## config.mk

```make
export PLATFORM = sky130hd
export DESIGN_NAME = instr_encoder
export DESIGN_NICKNAME = d
export VERILOG_FILES = /design/src/rtl/instr_encoder_pkg.sv /design/src/rtl/instr_fifo.sv /design/src/rtl/instr_encoder.sv
export SDC_FILE = /design/constraint.sdc
export NUM_CORES = 1
export LEC_CHECK = 0
export CORE_MARGIN = 8
export CORE_UTILIZATION = 50
export CTS_CLUSTER_DIAMETER = 60
export DETAILED_ROUTE_END_ITERATION = 6
export PLACE_DENSITY = 0.77
export SLEW_MARGIN = 20
export SYNTH_ARGS = -nofsm -noshare
export SYNTH_HDL_FRONTEND = slang
export SYNTH_SLANG_ARGS = --single-unit
```

## constraint.sdc

```tcl
create_clock -name clk -period 2.1 [get_ports clk]
set_input_delay 0.315 -clock clk [delete_from_list [all_inputs] [get_ports clk]]
set_output_delay 0.315 -clock clk [all_outputs]
set_load 0.005 [all_outputs]
```

## src/rtl/instr_encoder_pkg.sv

```systemverilog
// Shared RV32I encoder definitions: descriptor format codes, base opcodes,
// the canonical NOP word and the loader FSM state encoding.
package instr_encoder_pkg;

    localparam logic [2:0] FMT_R     = 3'd0;
    localparam logic [2:0] FMT_I     = 3'd1;
    localparam logic [2:0] FMT_LOAD  = 3'd2;
    localparam logic [2:0] FMT_STORE = 3'd3;
    localparam logic [2:0] FMT_B     = 3'd4;

    // Same values as the ID-stage decoder's opcode table.
    localparam logic [6:0] OPC_OP     = 7'b0110011;
    localparam logic [6:0] OPC_OP_IMM = 7'b0010011;
    localparam logic [6:0] OPC_LOAD   = 7'b0000011;
    localparam logic [6:0] OPC_STORE  = 7'b0100011;
    localparam logic [6:0] OPC_BRANCH = 7'b1100011;

    localparam logic [31:0] NOP_INSTR = 32'h0000_0013;

    typedef enum logic [1:0] {
        ST_IDLE  = 2'd0,
        ST_RUN   = 2'd1,
        ST_DRAIN = 2'd2,
        ST_DONE  = 2'd3
    } enc_state_e;

endpackage

```

## src/rtl/instr_fifo.sv

```systemverilog
// Synchronous FIFO for encoded words; head is valid whenever empty is low.
// Latency: a push is visible at the head on the following cycle.
module instr_fifo #(
    parameter int W     = 32,
    parameter int DEPTH = 4
) (
    input  logic         clk,
    input  logic         rst_n,
    input  logic         push,
    input  logic [W-1:0] push_dat,
    input  logic         pop,
    output logic         full,
    output logic         empty,
    output logic [W-1:0] head
);
    localparam int AW = $clog2(DEPTH);

    logic [W-1:0] mem_q [DEPTH];
    logic [AW:0]  wr_ptr_q;
    logic [AW:0]  rd_ptr_q;

    // Extra pointer bit distinguishes full from empty when the indices match.
    assign empty = (wr_ptr_q == rd_ptr_q);
    assign full  = (wr_ptr_q[AW] != rd_ptr_q[AW]) &&
                   (wr_ptr_q[AW-1:0] == rd_ptr_q[AW-1:0]);
    assign head  = mem_q[rd_ptr_q[AW-1:0]];

    always_ff @(posedge clk or negedge rst_n) begin
        if (!rst_n) begin
            wr_ptr_q <= '0;
            rd_ptr_q <= '0;
            for (int i = 0; i < DEPTH; i++) begin
                mem_q[i] <= '0;
            end
        end else begin
            if (push && !full) begin
                mem_q[wr_ptr_q[AW-1:0]] <= push_dat;
                wr_ptr_q                <= wr_ptr_q + 1'b1;
            end
            if (pop && !empty) begin
                rd_ptr_q <= rd_ptr_q + 1'b1;
            end
        end
    end

endmodule

```

## src/rtl/instr_encoder.sv

```systemverilog
// RV32I descriptor encoder and imem loader: encodes accepted descriptors, buffers and writes them
// to consecutive byte addresses. Optional immediate range checking via INSTR_ENC_RANGE_CHK_EN.
module instr_encoder
    import instr_encoder_pkg::*;
#(
    parameter int INSTR_W    = 32,
    parameter int WORD_W     = 32,
    parameter int ADDR_W     = 12,
    parameter int FIFO_DEPTH = 4
) (
    input  logic               clk,
    input  logic               rst_n,
    input  logic               start,
    input  logic [ADDR_W-1:0]  base_addr,
    input  logic               in_valid,
    output logic               in_ready,
    input  logic [2:0]         in_fmt,
    input  logic [2:0]         in_funct3,
    input  logic               in_alt,
    input  logic [4:0]         in_rd,
    input  logic [4:0]         in_rs1,
    input  logic [4:0]         in_rs2,
    input  logic [WORD_W-1:0]  in_imm,
    input  logic               in_last,
    output logic               imem_we,
    input  logic               imem_ready,
    output logic [ADDR_W-1:0]  imem_addr,
    output logic [INSTR_W-1:0] imem_wdata,
    output logic               busy,
    output logic               done,
    output logic               err
);
    enc_state_e         state_q, state_d;
    logic [ADDR_W-1:0]  addr_q, addr_d;
    logic               push, pop, fifo_full, fifo_empty;
    logic [INSTR_W-1:0] enc_word, raw_word, fifo_head;

    function automatic logic [31:0] encode(input logic [2:0] fmt, input logic [2:0] f3,
                                           input logic alt, input logic [4:0] rd,
                                           input logic [4:0] rs1, input logic [4:0] rs2,
                                           input logic [WORD_W-1:0] imm);
        logic [31:0] w;
        w = NOP_INSTR;
        case (fmt)
            FMT_R:     w = {1'b0, alt, 5'b0, rs2, rs1, f3, rd, OPC_OP};
            FMT_I: begin
                if (f3 == 3'b001 || f3 == 3'b101) begin
                    w = {1'b0, alt, 5'b0, imm[4:0], rs1, f3, rd, OPC_OP_IMM};
                end else begin
                    w = {imm[11:0], rs1, f3, rd, OPC_OP_IMM};
                end
            end
            FMT_LOAD:  w = {imm[11:0], rs1, f3, rd, OPC_LOAD};
            FMT_STORE: w = {imm[11:5], rs2, rs1, f3, imm[4:0], OPC_STORE};
            FMT_B:     w = {imm[12], imm[10:5], rs2, rs1, f3, imm[4:1], imm[11], OPC_BRANCH};
            default:   w = NOP_INSTR;
        endcase
        return w;
    endfunction

    assign raw_word = encode(in_fmt, in_funct3, in_alt, in_rd, in_rs1, in_rs2, in_imm);

    assign in_ready   = (state_q == ST_RUN) && !fifo_full;
    assign push       = in_valid && in_ready;
    assign imem_we    = (state_q == ST_RUN || state_q == ST_DRAIN) && !fifo_empty;
    assign pop        = imem_we && imem_ready;
    assign imem_addr  = addr_q;
    assign imem_wdata = fifo_empty ? '0 : fifo_head;
    assign busy       = (state_q != ST_IDLE);
    assign done       = (state_q == ST_DONE);

`ifdef INSTR_ENC_RANGE_CHK_EN
    logic err_q, err_d;
    logic s12, s13, imm_ok;

    // Upper bits must all be copies of the sign bit for the value to fit.
    assign s12 = (&in_imm[WORD_W-1:11]) | ~(|in_imm[WORD_W-1:11]);
    assign s13 = (&in_imm[WORD_W-1:12]) | ~(|in_imm[WORD_W-1:12]);

    always_comb begin
        imm_ok = 1'b1;
        case (in_fmt)
            FMT_I: begin
                if (in_funct3 == 3'b001 || in_funct3 == 3'b101) begin
                    imm_ok = s12 && (in_imm[11:5] == 7'd0);
                end else begin
                    imm_ok = s12;
                end
            end
            FMT_LOAD, FMT_STORE: imm_ok = s12;
            FMT_B:               imm_ok = s13 && !in_imm[0];
            default:             imm_ok = 1'b1;
        endcase
    end

    assign enc_word = imm_ok ? raw_word : NOP_INSTR;
    assign err      = err_q;

    always_comb begin
        err_d = err_q;
        if (state_q == ST_IDLE && start) begin
            err_d = 1'b0;
        end else if (push && !imm_ok) begin
            err_d = 1'b1;
        end
    end

    always_ff @(posedge clk or negedge rst_n) begin
        if (!rst_n) begin
            err_q <= 1'b0;
        end else begin
            err_q <= err_d;
        end
    end
`else
    logic unused_imm_bits;

    assign unused_imm_bits = ^{in_imm[WORD_W-1:13], in_imm[0]};
    assign enc_word        = raw_word;
    assign err             = 1'b0;
`endif

    always_comb begin
        state_d = state_q;
        addr_d  = addr_q;
        case (state_q)
            ST_IDLE: begin
                if (start) begin
                    state_d = ST_RUN;
                    addr_d  = base_addr;
                end
            end
            ST_RUN:   if (push && in_last) state_d = ST_DRAIN;
            ST_DRAIN: if (fifo_empty)      state_d = ST_DONE;
            ST_DONE:  state_d = ST_IDLE;
            default:  state_d = ST_IDLE;
        endcase
        if (pop) begin
            addr_d = addr_q + ADDR_W'(4);
        end
    end

    always_ff @(posedge clk or negedge rst_n) begin
        if (!rst_n) begin
            state_q <= ST_IDLE;
            addr_q  <= '0;
        end else begin
            state_q <= state_d;
            addr_q  <= addr_d;
        end
    end

    instr_fifo #(
        .W     (INSTR_W),
        .DEPTH (FIFO_DEPTH)
    ) u_fifo (
        .clk      (clk),
        .rst_n    (rst_n),
        .push     (push),
        .push_dat (enc_word),
        .pop      (pop),
        .full     (fifo_full),
        .empty    (fifo_empty),
        .head     (fifo_head)
    );

endmodule

```

======== Yosys cells after proc, flatten, opt, wreduce, memory -nomap -nowiden ========
Index checks and enable logic that the tools add are counted.
word-level totals
  register bits after elaboration ......... 148
  latch bits .............................. 0
  RAM bits ................................ 0
  bits in read-only memories .............. 0
  bits of input ports ..................... 72
  output and inout bits ................... 49
  logic and storage cells ................. 67
  memories kept ........................... 0
cells by class
  add/subtract/negate cells ............... 3
  multiply operators ...................... 0
  divide/modulo/power cells ............... 0
  $lt $le $gt $ge ......................... 3
  equal/unequal tests ..................... 15
  shifts and indexed selects .............. 0
  muxes and demuxes ....................... 16
  bitwise gates (word level) .............. 2
  reduce and logical (&&, ||, !) cells .... 20
operator list
  kind                                                 count
  two-way mux 32 bit                                   5
  case mux 32 bit (5 select lines)                     1
  bitwise mux 128 bit                                  1
  binary-select mux 32 bit (select 2 bit)              1
  demux 32 bit (select 2 bit)                          1
  two-way mux 12 bit                                   3
  adder 12 x 3 -> 12 bit (second input constant)       1
  logical AND 1 bit                                    9
  case mux 2 bit (4 select lines)                      1
  adder 3 x 1 -> 3 bit (second input constant)         2
  == test 3 x 1 -> 1 bit (second input constant)       2
  == test 3 x 2 -> 1 bit (second input constant)       2
  == test 3 bit (second input constant)                2
  >= comparator 3 bit (second input constant)          2
  two-way mux 2 bit                                    3
  NOT 2 -> 3 bit                                       2
  nonzero test 2 bit                                   3
  == test 2 bit (second input constant)                2
  != test 2 bit (second input constant)                2
  == test 3 bit                                        1
  zero test 3 bit                                      1
  < comparator 3 x 1 -> 1 bit (second input constant)  1
  AND reduction 3 bit                                  1
  == test 2 x 1 -> 1 bit (second input constant)       1
  7 further kinds                                      9

======== Longest topological paths before layout ========
  word-level depth ........................ 8
  depth in mapped cells ................... 8
  mapped depth without buffers ............ 6

======== Cells and area by module ========
From an unflattened synthesis, not the netlist that was laid out.
unflattened totals
  cells, all modules ...................... 558
  area total of the unflattened synthesis .. 8,087.8 sq um
by module, submodules not included
  module         instances  cells each  area an instance (sq um)  seq. area each (sq um)
  instr_fifo     1          354         6,530.0                   3,353.2
  instr_encoder  1          204         1,557.7                   350.3

======== Worst setup path before layout ========
Ideal clock, no wire load.
  path kind ............................... reg2out
  from .................................... reg u_fifo.rd_ptr_q[0]
  to ...................................... out imem_wdata[1]
  data arrival time ....................... 1,647 ps
  data required time ...................... 1,785 ps
  path slack .............................. 138 ps
  cell stages (with the launch flop) ...... 6
  buffers on the path ..................... 3
  cell sequence ........................... dfrtp_1 -> clkbuf_1 -> buf_2 -> mux4_2 -> nor2b_1 -> buf_4
between the ends
  longest elaborated chain between the ends .. 5
  elaborated cells between the ends (all ways) .. 6
  those cells by class .................... 1 x eq/ne; 4 x mux; 1 x bitwise
RTL lines
  what                                                    RTL line             text
  start: declaration                                      instr_fifo.sv:20     logic [AW:0] rd_ptr_q;
  start signal: assignment                                instr_fifo.sv:41     rd_ptr_q <= rd_ptr_q + 1'b1;
  NOT 2 -> 3 bit (not written as such)                    instr_fifo.sv:26     assign head = mem_q[rd_ptr_q[AW-1:0]];
  binary-select mux 32 bit (select 2 bit)                 instr_fifo.sv:26
  two-way mux 32 bit (not written as such) (2 in series)  instr_fifo.sv:26
  two-way mux 32 bit (*)                                  instr_encoder.sv:68  assign imem_wdata = fifo_empty ? '0 : fifo_head;
  end: declaration                                        instr_encoder.sv:28  output logic [INSTR_W-1:0] imem_wdata,
Every way passes the cells marked *; elsewhere a longest branch is shown, timed or not. The select of a mux whose other input is x is not followed.

======== Final worst setup path ========
  from .................................... reg u_fifo.rd_ptr_q[0]
  to ...................................... out imem_wdata[20]
Same word-level chain as after synthesis.

==> metrics.txt <==
VDD IR max 0.858 mV; DIE HEIGHT 132 um; worst slew pin tran 0.581 ns; CTS sink cnt 136; Ys Warns 0; worst-path maximum fanout 6; Routed WL 18300 um; gr usage total 21.4%; vias per std cell 5.77; GR Util met2 34.4%; failing checks setup timing; count leader, synth dfrtp_1; Post-Synth Simple-Gate Area 13.9%; largest family of logic cells by synthesized area compound AO/OA/AOI/OAI gates; worst setup margin -0.152 ns; ranking of synthesized cells by area dfrtp_1, mux4_2, nand2_1; CTS Root Cell clkbuf_16; GRT overflow 0; critical path endpoint category output pin; Max Cap Violations 0; drt wl/cell 18.6 um; crit-path leading delay family buffers and inverters; routed vias 5702; crit path to imem_wdata[20]; XOR/XNOR Fraction of Synth Area 1.41%; period utilisation layout 107%; # placed instances 924; GRT met1 Usage 27.2%; core outline area 13200 um^2; adder-cell share of the synthesized area 2.04%; P&R area growth vs syn 36.1%; M3 GR Usage 5.68%; number of global-route vias before repair 6033; # fillers 930; Final Max Slew Viols 0; Final min period 2.25 ns; RR Endpoint imem_addr[7]; Core Util, Final 69.4%; Final HPWL DP 11700 um; CP cell instances buf_12, buf_12, buf_4, mux4_2, nor2b_4, buf_6; Slew headroom 61.3%; EDFF count, synth 0; worst-skew pair later-pin latency 0.41 ns; RSZ-0062 raised after global routing yes; TritonCTS clock tree built; Hold WC Path Type input port to asynchronous set/reset pin; post-route ant nets 0; Cell Count, Final, Fillers Out 988; Port Buffers 98; Place WS -0.0528 ns; Leak Pwr 4.14 nW; DRT iter0 DRCs 400; Top FF cell, synth dfrtp_1; Finish-stage setup viols 30; final total power 14.9 mW; largest net degree at the start of global routing 58; total iterations of the first detailed-routing run 5; sum of buffers and inverters on the critical path 4; Design Area, Final 9190 um^2; Mapped Cells 655; global-route wire length before repair 30300 um; # IOs 121; Antenna diodes 0; initial antenna violation count 0; register area share after synthesis 50.4%; mux share of post-synthesis cell area 11.2%; critical path class flip-flop to output pin; total CTS buffers 17; layout cells sized above 1 24.5%; RD Place Congestion 0.905; Synth Area per Inst 10.3 um^2; H-tree depth 4; layout net count 882; status finished, violations left; CP arrival 1.94 ns; most used cell along the critical path buf_12; Cell variety after synth 52; Syn Std Cell Area 6750 um^2; number of synthesized register bits 136; final hold viol count 0; r2r setup slk 0.09 ns; CP startpoint kind flip-flop; Max Root-Sink Buffers 2; Top Usage Layer GRT met2; Clock transition at path regs 0.06 ns; post-synth top area cell dfrtp_1; worst r2r src u_fifo.rd_ptr_q[0]; crit path from u_fifo.rd_ptr_q[0]; post-synth top area share 50.4%; FP Rows 42; Initial Util 51.0%; Die W 132 um; power per cell area 1620 nW/um^2; die area 17500 um^2; top cells by count, synth dfrtp_1, nand2_1, o21ai_0; Slowest Stage Delay on Critical Path 0.43 ns; critical path's slowest cell mux4_2; Compound-Gate Fraction of Synth Area 16.7%; clk_skew 0.00427 ns; Max Fclk 444 MHz; stages on the worst setup path 6; worst reg2reg path depth 8; Crit path required time 1.78 ns; Synth async-reset ratio 100%; Cell Area, Placed 8250 um^2; # DRC 0
registers in the layout (all words and copies together) (netlist names):
register and cells:
imem_addr 12, u_fifo.mem_q 116, u_fifo.rd_ptr_q 3, state_q 2, u_fifo.wr_ptr_q 3
layout make-up:
type                       count  area (um^2)  share of cell area, %
timing repair buffer         174         1600                   17.4
sequential                   136         3410                   37.1
inverter                      16         60.1                  0.654
multi-input combinational    454         3320                   36.2
clock inverter                 7         92.6                   1.01
tap                          176          220                   2.40
clock buffer                  25          485                   5.28
power breakdown:
part	switching, mW	internal [mW]	leakage (nW)
logic	3.46	3.95	2.11
clock network	1.08	1.84	0.285
registers	0.742	3.80	1.74
total	5.28	9.59	4.14
metal layers:
layer / wire length (um) / vias to the layer above / part of all wire, %
met5: 0 / - / 0
met4: 406 / 0 / 2.2
li1: - / 2615 / -
met2: 8840 / 212 / 48
met3: 1120 / 30 / 6.1
met1: 7970 / 2845 / 43
per-stage QoR:
stage / setup TNS (ns) / hold WS (ns)
2_1_floorplan: 0 / 0.0194
3_3_place_gp: -0.00472 / 0.336
3_5_place_dp: -0.123 / 0.349
4_1_cts: -6.14 / 0.452
5_1_grt: -4.79 / 0.490
6_report: -3.06 / 0.444
worst min-delay path by stage:
stage               start       endpoint  slack, ns  cells past startpoint
global placement    rst_n   imem_addr[8]       0.34                      1
detailed placement  rst_n  imem_addr[10]       0.35                      1
global route        rst_n   imem_addr[6]       0.49                      2
floorplan           rst_n   imem_addr[0]       0.02                      0
CTS                 rst_n  imem_addr[10]       0.45                      2
finish              rst_n   imem_addr[7]       0.44                      2
cell usage in the layout (no fill, tap or decap), types with 15 or more instances in the layout:
cell type,instances
a21oi_1,19
buf_2,17
buf_4,50
clkbuf_16,17
clkdlybuf4s50_1,65
dfrtp_1,134
inv_1,15
mux4_2,29
nand2_1,133
nor2b_1,15
nor2b_4,16
o21ai_0,87
o31ai_1,20
logic make-up (layout without fill, tap and decap cells):
kind of cell,after synthesis,after routing
fa+ha+maj,11,11
compound gates,184,184
mux,39,39
other cells,1,3
simple gates,207,207
buf+inv,67,222
xor+xnor,10,10
flops,136,136
repair_timing:
| item | 4_1_cts | 5_1_grt |
|---|---|---|
| hold buffers | 1 | 0 |
| endpoints found under the setup margin | 32 | 40 |
| resized for setup | 117 | 60 |
| endpoints found under the hold margin | 40 | 0 |
| setup buffers | 23 | 11 |
| pin swaps | 3 | 1 |
| cloned | 2 | 0 |
Note: power is estimated with default switching activity, not from simulation.
